### config.mk
export PLATFORM = sky130hd
export DESIGN_NAME = uart_tx_arbiter
export DESIGN_NICKNAME = d
export VERILOG_FILES = /design/src/rtl/uart_tx_arbiter_pkg.sv /design/src/rtl/uart_tx_arbiter_rr.sv /design/src/rtl/uart_tx_arbiter.sv
export SDC_FILE = /design/constraint.sdc
export NUM_CORES = 1
export LEC_CHECK = 0
export BUFFER_PORTS_ARGS = -buffer_cell sky130_fd_sc_hd__buf_2
export CAP_MARGIN = 20
export CORE_MARGIN = 2
export CORE_UTILIZATION = 40
export CTS_BUF_LIST = sky130_fd_sc_hd__clkbuf_8
export DETAILED_ROUTE_END_ITERATION = 7
export GPL_TIMING_DRIVEN = 1
export PLACE_DENSITY = 0.7
export SLEW_MARGIN = 30
export SYNTH_ARGS = -nofsm -noshare
export SYNTH_HDL_FRONTEND = slang
export SYNTH_SLANG_ARGS = --single-unit
### constraint.sdc
create_clock -name clk_baud -period 4.45 [get_ports clk_baud]
set_input_delay 0 -clock clk_baud [delete_from_list [all_inputs] [get_ports clk_baud]]
set_output_delay 0 -clock clk_baud [all_outputs]
set_load 0.01 [all_outputs]
### src/rtl/uart_tx_arbiter_pkg.sv
// Shared definitions for the UART transmit arbiter: FSM encoding, byte width
// and the round-robin pointer helper.
package uart_tx_arbiter_pkg;

  localparam int BYTE_W = 8;

  typedef enum logic [1:0] {
    ST_IDLE      = 2'b00,
    ST_LAUNCH    = 2'b01,
    ST_WAIT_BUSY = 2'b10,
    ST_WAIT_DONE = 2'b11
  } arb_state_t;

  // Index that follows idx in a ring of n requesters.
  function automatic int rr_next(input int idx, input int n);
    if (idx + 1 >= n) begin
      return 0;
    end else begin
      return idx + 1;
    end
  endfunction

endpackage

### src/rtl/uart_tx_arbiter_rr.sv
// Combinational round-robin picker: the first requester at or above rr_ptr
// wins, wrapping past N-1 back to 0. Kept generic for reuse on the RX side.
module rr_arbiter_n
  import uart_tx_arbiter_pkg::*;
#(
  parameter int N     = 4,
  parameter int IDX_W = $clog2(N)
) (
  input  logic [N-1:0]     req,
  input  logic [IDX_W-1:0] rr_ptr,
  output logic [N-1:0]     winner_oh,
  output logic [IDX_W-1:0] winner_idx,
  output logic             valid
);

  logic             found_s;
  logic             hit_s;
  logic [IDX_W-1:0] cand_s;

  // Scan the ring starting at rr_ptr and keep the first active request.
  always_comb begin
    winner_oh  = '0;
    winner_idx = '0;
    found_s    = 1'b0;
    hit_s      = 1'b0;
    cand_s     = '0;
    for (int k = 0; k < N; k++) begin
      cand_s             = IDX_W'((int'(rr_ptr) + k) % N);
      hit_s              = !found_s && req[cand_s];
      winner_oh[cand_s]  = winner_oh[cand_s] | hit_s;
      winner_idx         = hit_s ? cand_s : winner_idx;
      found_s            = found_s | hit_s;
    end
  end

  assign valid = found_s;

endmodule

### src/rtl/uart_tx_arbiter.sv
// Shares one uart_tx among NUM_REQ byte sources. Grants round-robin, launches
// the owner's byte with a one-cycle tx_en, follows tx_busy to the end of the
// stop bit and returns a one-cycle done to the owner.
module uart_tx_arbiter
  import uart_tx_arbiter_pkg::*;
#(
  parameter int NUM_REQ      = 4,
  parameter int BUSY_TIMEOUT = 4
) (
  input  logic                      clk_baud,
  input  logic                      rst_n,
  input  logic [NUM_REQ-1:0]        req,
  input  logic [BYTE_W*NUM_REQ-1:0] req_data,
  output logic [NUM_REQ-1:0]        grant,
  output logic [NUM_REQ-1:0]        done,
  output logic                      tx_en,
  output logic [BYTE_W-1:0]         tx_data,
  input  logic                      tx_busy,
  output logic                      err_tout
);

  localparam int IDX_W = $clog2(NUM_REQ);
  localparam int CNT_W = $clog2(BUSY_TIMEOUT + 1);

  arb_state_t          state_r, state_nxt_s;
  logic [NUM_REQ-1:0]  grant_r, grant_nxt_s;
  logic [NUM_REQ-1:0]  done_r, done_nxt_s;
  logic                tx_en_r, tx_en_nxt_s;
  logic [BYTE_W-1:0]   tx_data_r, tx_data_nxt_s;
  logic                err_r, err_nxt_s;
  logic [CNT_W-1:0]    cnt_r, cnt_nxt_s;
  logic [IDX_W-1:0]    rr_ptr_r, rr_ptr_nxt_s;
  logic [IDX_W-1:0]    owner_r, owner_nxt_s;
  logic [IDX_W-1:0]    ptr_after_owner_s;
  logic [NUM_REQ-1:0]  arb_req_s;
  logic [NUM_REQ-1:0]  win_oh_s;
  logic [IDX_W-1:0]    win_idx_s;
  logic                win_valid_s;

  // The requester that is just being told done still holds req this cycle;
  // keep it out of the arbitration so it is not served twice.
  assign arb_req_s         = req & ~done_r;
  assign ptr_after_owner_s = IDX_W'(rr_next(int'(owner_r), NUM_REQ));

  rr_arbiter_n #(
    .N     (NUM_REQ),
    .IDX_W (IDX_W)
  ) u_rr (
    .req        (arb_req_s),
    .rr_ptr     (rr_ptr_r),
    .winner_oh  (win_oh_s),
    .winner_idx (win_idx_s),
    .valid      (win_valid_s)
  );

  // Next-state and next-output decode for the launch/track sequence.
  always_comb begin
    state_nxt_s   = state_r;
    grant_nxt_s   = grant_r;
    done_nxt_s    = '0;
    tx_en_nxt_s   = 1'b0;
    tx_data_nxt_s = tx_data_r;
    err_nxt_s     = err_r;
    cnt_nxt_s     = cnt_r;
    rr_ptr_nxt_s  = rr_ptr_r;
    owner_nxt_s   = owner_r;
    case (state_r)
      ST_IDLE: begin
        if (win_valid_s && !tx_busy) begin
          state_nxt_s   = ST_LAUNCH;
          grant_nxt_s   = win_oh_s;
          owner_nxt_s   = win_idx_s;
          tx_data_nxt_s = req_data[{win_idx_s, 3'b000} +: BYTE_W];
          tx_en_nxt_s   = 1'b1;
        end else begin
          state_nxt_s   = ST_IDLE;
        end
      end
      ST_LAUNCH: begin
        // Restart the count; it measures cycles since LAUNCH, which is the first.
        state_nxt_s = ST_WAIT_BUSY;
        cnt_nxt_s   = CNT_W'(1);
      end
      ST_WAIT_BUSY: begin
        if (tx_busy) begin
          state_nxt_s = ST_WAIT_DONE;
        end else if (cnt_r + CNT_W'(1) == CNT_W'(BUSY_TIMEOUT)) begin
          state_nxt_s  = ST_IDLE;
          err_nxt_s    = 1'b1;
          done_nxt_s   = grant_r;
          grant_nxt_s  = '0;
          rr_ptr_nxt_s = ptr_after_owner_s;
        end else begin
          cnt_nxt_s    = cnt_r + CNT_W'(1);
        end
      end
      ST_WAIT_DONE: begin
        if (!tx_busy) begin
          state_nxt_s  = ST_IDLE;
          done_nxt_s   = grant_r;
          grant_nxt_s  = '0;
          rr_ptr_nxt_s = ptr_after_owner_s;
        end else begin
          state_nxt_s  = ST_WAIT_DONE;
        end
      end
      default: begin
        state_nxt_s = ST_IDLE;
        grant_nxt_s = '0;
      end
    endcase
  end

  // FSM state register.
  always_ff @(posedge clk_baud) begin
    if (!rst_n) begin
      state_r <= ST_IDLE;
    end else begin
      state_r <= state_nxt_s;
    end
  end

  // Output, ownership, pointer and timeout registers.
  always_ff @(posedge clk_baud) begin
    if (!rst_n) begin
      grant_r   <= '0;
      done_r    <= '0;
      tx_en_r   <= 1'b0;
      tx_data_r <= 8'h00;
      err_r     <= 1'b0;
      cnt_r     <= '0;
      rr_ptr_r  <= '0;
      owner_r   <= '0;
    end else begin
      grant_r   <= grant_nxt_s;
      done_r    <= done_nxt_s;
      tx_en_r   <= tx_en_nxt_s;
      tx_data_r <= tx_data_nxt_s;
      err_r     <= err_nxt_s;
      cnt_r     <= cnt_nxt_s;
      rr_ptr_r  <= rr_ptr_nxt_s;
      owner_r   <= owner_nxt_s;
    end
  end

  assign grant    = grant_r;
  assign done     = done_r;
  assign tx_en    = tx_en_r;
  assign tx_data  = tx_data_r;
  assign err_tout = err_r;

endmodule

==> results.sh, run 1 <==
export IMPL_outcome="complete, no violations"
export IMPL_hold_start="tx_busy"
export IMPL_die_area_um2=5890
export IMPL_placed_cell_area_um2=2430
export IMPL_synth_edf_count=0
export IMPL_die_x_um=76.7
export IMPL_synth_area_um2=2120
export IMPL_startpoint="rr_ptr_r[1]"
export IMPL_io_pins=57
export IMPL_cts_buffer_depth=2
export IMPL_power_uw=711
export IMPL_ctsResizeCount=0
export IMPL_period_share=0.784
export IMPL_hold_viol=0
export IMPL_critical_path_slowest_cell="dfxtp_1"
export IMPL_cp_buffers_inverters=2
export IMPL_max_freq_mhz=286
export IMPL_r2r_start="rr_ptr_r[1]"
export IMPL_grt_pass1_vias=1825
export IMPL_htree_levels=1
export IMPL_avgSynthCellArea_um2=8.57
export IMPL_synthArstFlopShare=0
export IMPL_cts_root_buf="clkbuf_8"
export IMPL_cp_max_fo=11
export IMPL_final_cell_mix="buf_2, mux2i_1, nor2_1, dfxtp_1, a21oi_1"
export IMPL_wl_per_cell_um=14.5
export IMPL_final_setup_worst_slack_ps=959
export IMPL_layout_area_seq_um2=541
export IMPL_min_path_type="input port to flop"
export IMPL_ir_worst_vdd_mv=0.180
export IMPL_multi_input_area_um2=1460
export IMPL_fill_cells=504
export IMPL_synthesis_nets=297
export IMPL_cp_end_kind="flop"
export IMPL_rsz0062_at_grt="no"
export IMPL_whs_ps=109
export IMPL_slowest_delay_ps=580
export IMPL_vias=1973
export IMPL_numPortBuffers=56
export IMPL_postCtsSetupRepairBufs=0
export IMPL_grt_overflow=0
export IMPL_stdcell_area_um2=2480
export IMPL_dp_hpwl_um=4040
export IMPL_clkLatencyLatePin_ps=280
export IMPL_dr_pass1_iters=4
export IMPL_cts_sinks=27
export IMPL_antenna_found_initial=0
export IMPL_grt_usage=0.179
export IMPL_ys_flop_type="dfxtp_1"
export IMPL_die_y_um=76.7
export IMPL_tightest_slew_ps=697
export IMPL_vias_per_cell=5.44
export IMPL_critPathKind="flop to flop"
export IMPL_path_clk_slew_ps=100
export IMPL_nets=344
export IMPL_cp_required_ps=4620
export IMPL_gp_congestion=0.886
export IMPL_grt_max_degree=22
export IMPL_yosysSeqAreaShare=0.255
export IMPL_cts_tree="done"
export IMPL_powerDensity_nw_per_um2=287
export IMPL_drc=0
export IMPL_coreArea_um2=5110
export IMPL_ys_types=51
export IMPL_worstSetupStartpointType="flop"
export IMPL_drv_slew=0
export IMPL_drt_iter0_markers=172
export IMPL_synthCells=247
export IMPL_fin_tns_setup_ps=0
export IMPL_setup_viol=0
export IMPL_ys_warn_count=0
export IMPL_skew_ps=8.97
export IMPL_grt_pass1_wl_um=8730
export IMPL_cp_arrival_ps=3660
export IMPL_p_leak_nw=1.20
export IMPL_totalWireLength_um=5260
export IMPL_layout_commonest_cell="buf_2"
export IMPL_crit_top_cell="mux2i_1"
export IMPL_layout_drive_gt1_share=0.249
export IMPL_area_growth_pct=17.3
export IMPL_rows=26
export IMPL_antennaDiodeCount=0
export IMPL_postCtsHoldBufs=0
export IMPL_crit_path_cell_trace="inv_1, ha_1, mux2_2, mux2i_1, mux2i_1, buf_4, a311oi_1, a211oi_1, nor4_1, a211oi_2, a311o_1"
export IMPL_cts_buffers=3
export IMPL_start_util=0.414
export IMPL_pre_cts_ws_ps=1070
export IMPL_synth_seq_cells=27
export IMPL_slew_headroom=0.531
export IMPL_min_period_ps=3490
export IMPL_maxCapViolCount=0
export IMPL_antenna_left=0
export IMPL_crit_family="compound AO/OA/AOI/OAI gates"
==> state kept, by name, indices dropped and copies added (netlist names) <==
signal	count
owner_r	2
rr_ptr_r	2
tx_data	8
state_r	2
cnt_r	3
grant	4
tx_en	1
err_tout	1
done	4
==> cells in the mapped netlist (3+ instances only) <==
| cell | count | area (µm²) |
|---|---|---|
| clkbuf_1 | 9 | 33.8 |
| nor3_1 | 4 | 20.0 |
| ha_1 | 11 | 138 |
| a31o_1 | 4 | 35.0 |
| and2_1 | 6 | 37.5 |
| mux4_1 | 3 | 78.8 |
| nand2_1 | 11 | 41.3 |
| o21ai_0 | 6 | 30.0 |
| inv_1 | 9 | 33.8 |
| buf_4 | 3 | 22.5 |
| nor2_1 | 31 | 116 |
| a21oi_1 | 15 | 75.1 |
| buf_1 | 3 | 11.3 |
| nand3_1 | 3 | 15.0 |
| dfxtp_1 | 27 | 541 |
| and3_1 | 3 | 18.8 |
| a211oi_1 | 5 | 37.5 |
| a31oi_1 | 6 | 37.5 |
| nand2b_1 | 5 | 31.3 |
| mux2i_1 | 36 | 360 |
| nor2b_1 | 7 | 43.8 |
==> metal layers <==
metal	track usage	wire, µm
met5	0	0
met4	0.0382	48
met3	0.0353	242
met2	0.281	2450
met1	0.255	2520
==> power breakdown <==
| part | switching, mW | total [mW] | internal (mW) |
|---|---|---|---|
| logic | 0.156 | 0.285 | 0.129 |
| registers | 0.0163 | 0.281 | 0.265 |
| clock network | 0.0813 | 0.145 | 0.0636 |
| total | 0.254 | 0.711 | 0.457 |
==> cell families after synthesis <==
group	share of synthesized area
flip-flops	0.255
adder cells (fa/ha/maj)	0.0650
buffers and inverters	0.0580
XOR/XNOR	0.00414
AO/OA/AOI/OAI	0.182
AND/OR/NAND/NOR	0.207
multiplexers	0.229
==> worst paths after layout <==
path	cells after the start	slack (ps)	end
worst min register to register	1	480	done[2]
worst max register to register	11	960	grant[0]
worst max-delay path	11	960	grant[0]
worst min-delay path	4	110	err_tout
==> metrics by stage <==
step,cells,util
global route,363,0.486
detailed placement,359,0.476
floorplan,247,-
CTS,363,0.486
global placement,359,0.476
finish,363,0.486
==> tightest hold or removal path, delay by kind of cell <==
kind	cells	cell delay, ps
AND/OR/NAND/NOR	3	180
buffers and inverters	1	160
==> cell type report <==
class | instances | share of cell area
clock buffers | 3 | 0.0166
clock inverters | 1 | 0.00303
inverters | 9 | 0.0136
multi-input cells | 193 | 0.589
flip-flops and latches | 27 | 0.218
well taps | 70 | 0.0353
repair buffers | 60 | 0.125
Note: power is estimated with default switching activity, not from simulation.
==> run 2, diff against run 1 <==
Settings changed: PLACE_DENSITY 0.7 to 0.72.
Clock period 4.45 ns to 3.2 ns, I/O delays scaled along.
==> run 2 against run 1 <==
Net effect: design area increased by 2.1%; maximum frequency up 17%; non-clock buffer count rose by 6; global-route usage fell by 0.66 points; total power is 38% higher; sequential power increased by 39%; combinational power up 41%; sequential cell count stayed put; worst hold slack better by 17 ps.
==> results.sh, run 2 (synthesis results as in run 1) <==
export IMPL_grt_pass1_wl_um=8470
export IMPL_coreArea_um2=5110
export IMPL_die_x_um=76.7
export IMPL_cp_buffers_inverters=2
export IMPL_startpoint="rr_ptr_r[0]"
export IMPL_fin_tns_setup_ps=0
export IMPL_rows=26
export IMPL_hold_start="tx_busy"
export IMPL_dp_hpwl_um=3930
export IMPL_drv_slew=0
export IMPL_gp_congestion=0.935
export IMPL_max_freq_mhz=334
export IMPL_min_path_type="input port to flop"
export IMPL_ctsResizeCount=0
export IMPL_layout_commonest_cell="buf_2"
export IMPL_setup_viol=0
export IMPL_cp_end_kind="flop"
export IMPL_hold_viol=0
export IMPL_wl_met2_um=2370
export IMPL_largest_reg_flops=8
export IMPL_min_period_ps=2990
export IMPL_wl_met3_um=298
export IMPL_area_growth_pct=19.8
export IMPL_cts_tree="done"
export IMPL_critPathKind="flop to flop"
export IMPL_slowest_delay_ps=590
export IMPL_cp_arrival_ps=3160
export IMPL_path_clk_slew_ps=90
export IMPL_slew_headroom=0.569
export IMPL_vias_per_cell=5.42
export IMPL_wl_per_cell_um=13.7
export IMPL_cts_buffers=3
export IMPL_antennaDiodeCount=0
export IMPL_skew_ps=2.07
export IMPL_totalWireLength_um=5050
export IMPL_grt_usage=0.172
export IMPL_io_pins=57
export IMPL_final_cell_mix="buf_2, mux2i_1, nor2_1, dfxtp_1, a21oi_1"
export IMPL_vias=2000
export IMPL_p_leak_nw=1.23
export IMPL_postCtsSetupRepairBufs=0
export IMPL_crit_path_cell_trace="buf_4, and4b_4, or4_4, mux2i_1, a311oi_1, inv_1, a31oi_1, a211oi_2, a311o_1"
export IMPL_grt_max_degree=22
export IMPL_clkLatencyLatePin_ps=270
export IMPL_nets=350
export IMPL_outcome="complete, no violations"
export IMPL_cts_sinks=27
export IMPL_dr_pass1_iters=4
export IMPL_worstSetupStartpointType="flop"
export IMPL_die_y_um=76.7
export IMPL_drc=0
export IMPL_antenna_found_initial=0
export IMPL_fin_util=0.496
export IMPL_tightest_slew_ps=641
export IMPL_layout_drive_gt1_share=0.261
export IMPL_grt_overflow=0
export IMPL_numPortBuffers=56
export IMPL_htree_levels=1
export IMPL_cts_buffer_depth=2
export IMPL_critical_path_slowest_cell="or4_4"
export IMPL_cp_max_fo=21
export IMPL_grt_pass1_vias=1923
export IMPL_postCtsHoldBufs=0
export IMPL_start_util=0.414
export IMPL_whs_ps=126
export IMPL_drt_iter0_markers=117
export IMPL_met1Wirelength_um=2340
export IMPL_top_layer="met4"
export IMPL_die_area_um2=5890
export IMPL_cp_required_ps=3360
export IMPL_maxCapViolCount=0
export IMPL_period_share=0.934
export IMPL_crit_family="compound AO/OA/AOI/OAI gates"
export IMPL_r2r_start="rr_ptr_r[0]"
export IMPL_antenna_left=0
export IMPL_ir_worst_vdd_mv=0.234
export IMPL_rsz0062_at_grt="no"
export IMPL_powerDensity_nw_per_um2=388
export IMPL_cts_root_buf="clkbuf_8"
## run 2: worst paths after layout
check,endpoint,slack [ps],cells past startpoint
setup / recovery,grant[0],210,9
hold / removal,err_tout,130,4
setup reg to reg,grant[0],210,9
hold reg to reg,err_tout,480,2
## run 2: metal layers
layer	GRT usage	vias up
met5	0	-
met4	0.0455	0
met3	0.0294	6
met2	0.295	78
met1	0.224	911
li1	-	1005
## run 2: stage by stage
| step | instances | power (mW) | setup slack (ps) | instance area, µm² |
|---|---|---|---|---|
| CTS | 369 | 0.989 | 241 | 2530 |
| detailed placement | 365 | 0.799 | 264 | 2490 |
| global route | 369 | 1.05 | 36.7 | 2530 |
| floorplan | 247 | 0.689 | 158 | 2120 |
| global placement | 365 | 0.793 | 344 | 2490 |
| finish | 369 | 0.983 | 210 | 2530 |
## run 2: final cells by class
cell class | instances | area (µm²)
Clock buffer | 3 | 41.3
Clock inverter | 1 | 3.75
Fill cell | 494 | 2570
Inverter | 9 | 33.8
Multi-Input combinational cell | 193 | 1470
Sequential cell | 27 | 541
Tap cell | 70 | 87.6
Timing Repair Buffer | 66 | 355
## run 2: tightest hold or removal path, cell delays in order
cell,delay [ps]
buf_2,160
nor2_1,80
nor2_1,80
nor2_1,40
## run 2: report_power, final
group	total [mW]	switching, mW	internal [mW]
registers	0.391	0.0229	0.369
clock network	0.189	0.103	0.0860
logic	0.403	0.217	0.186
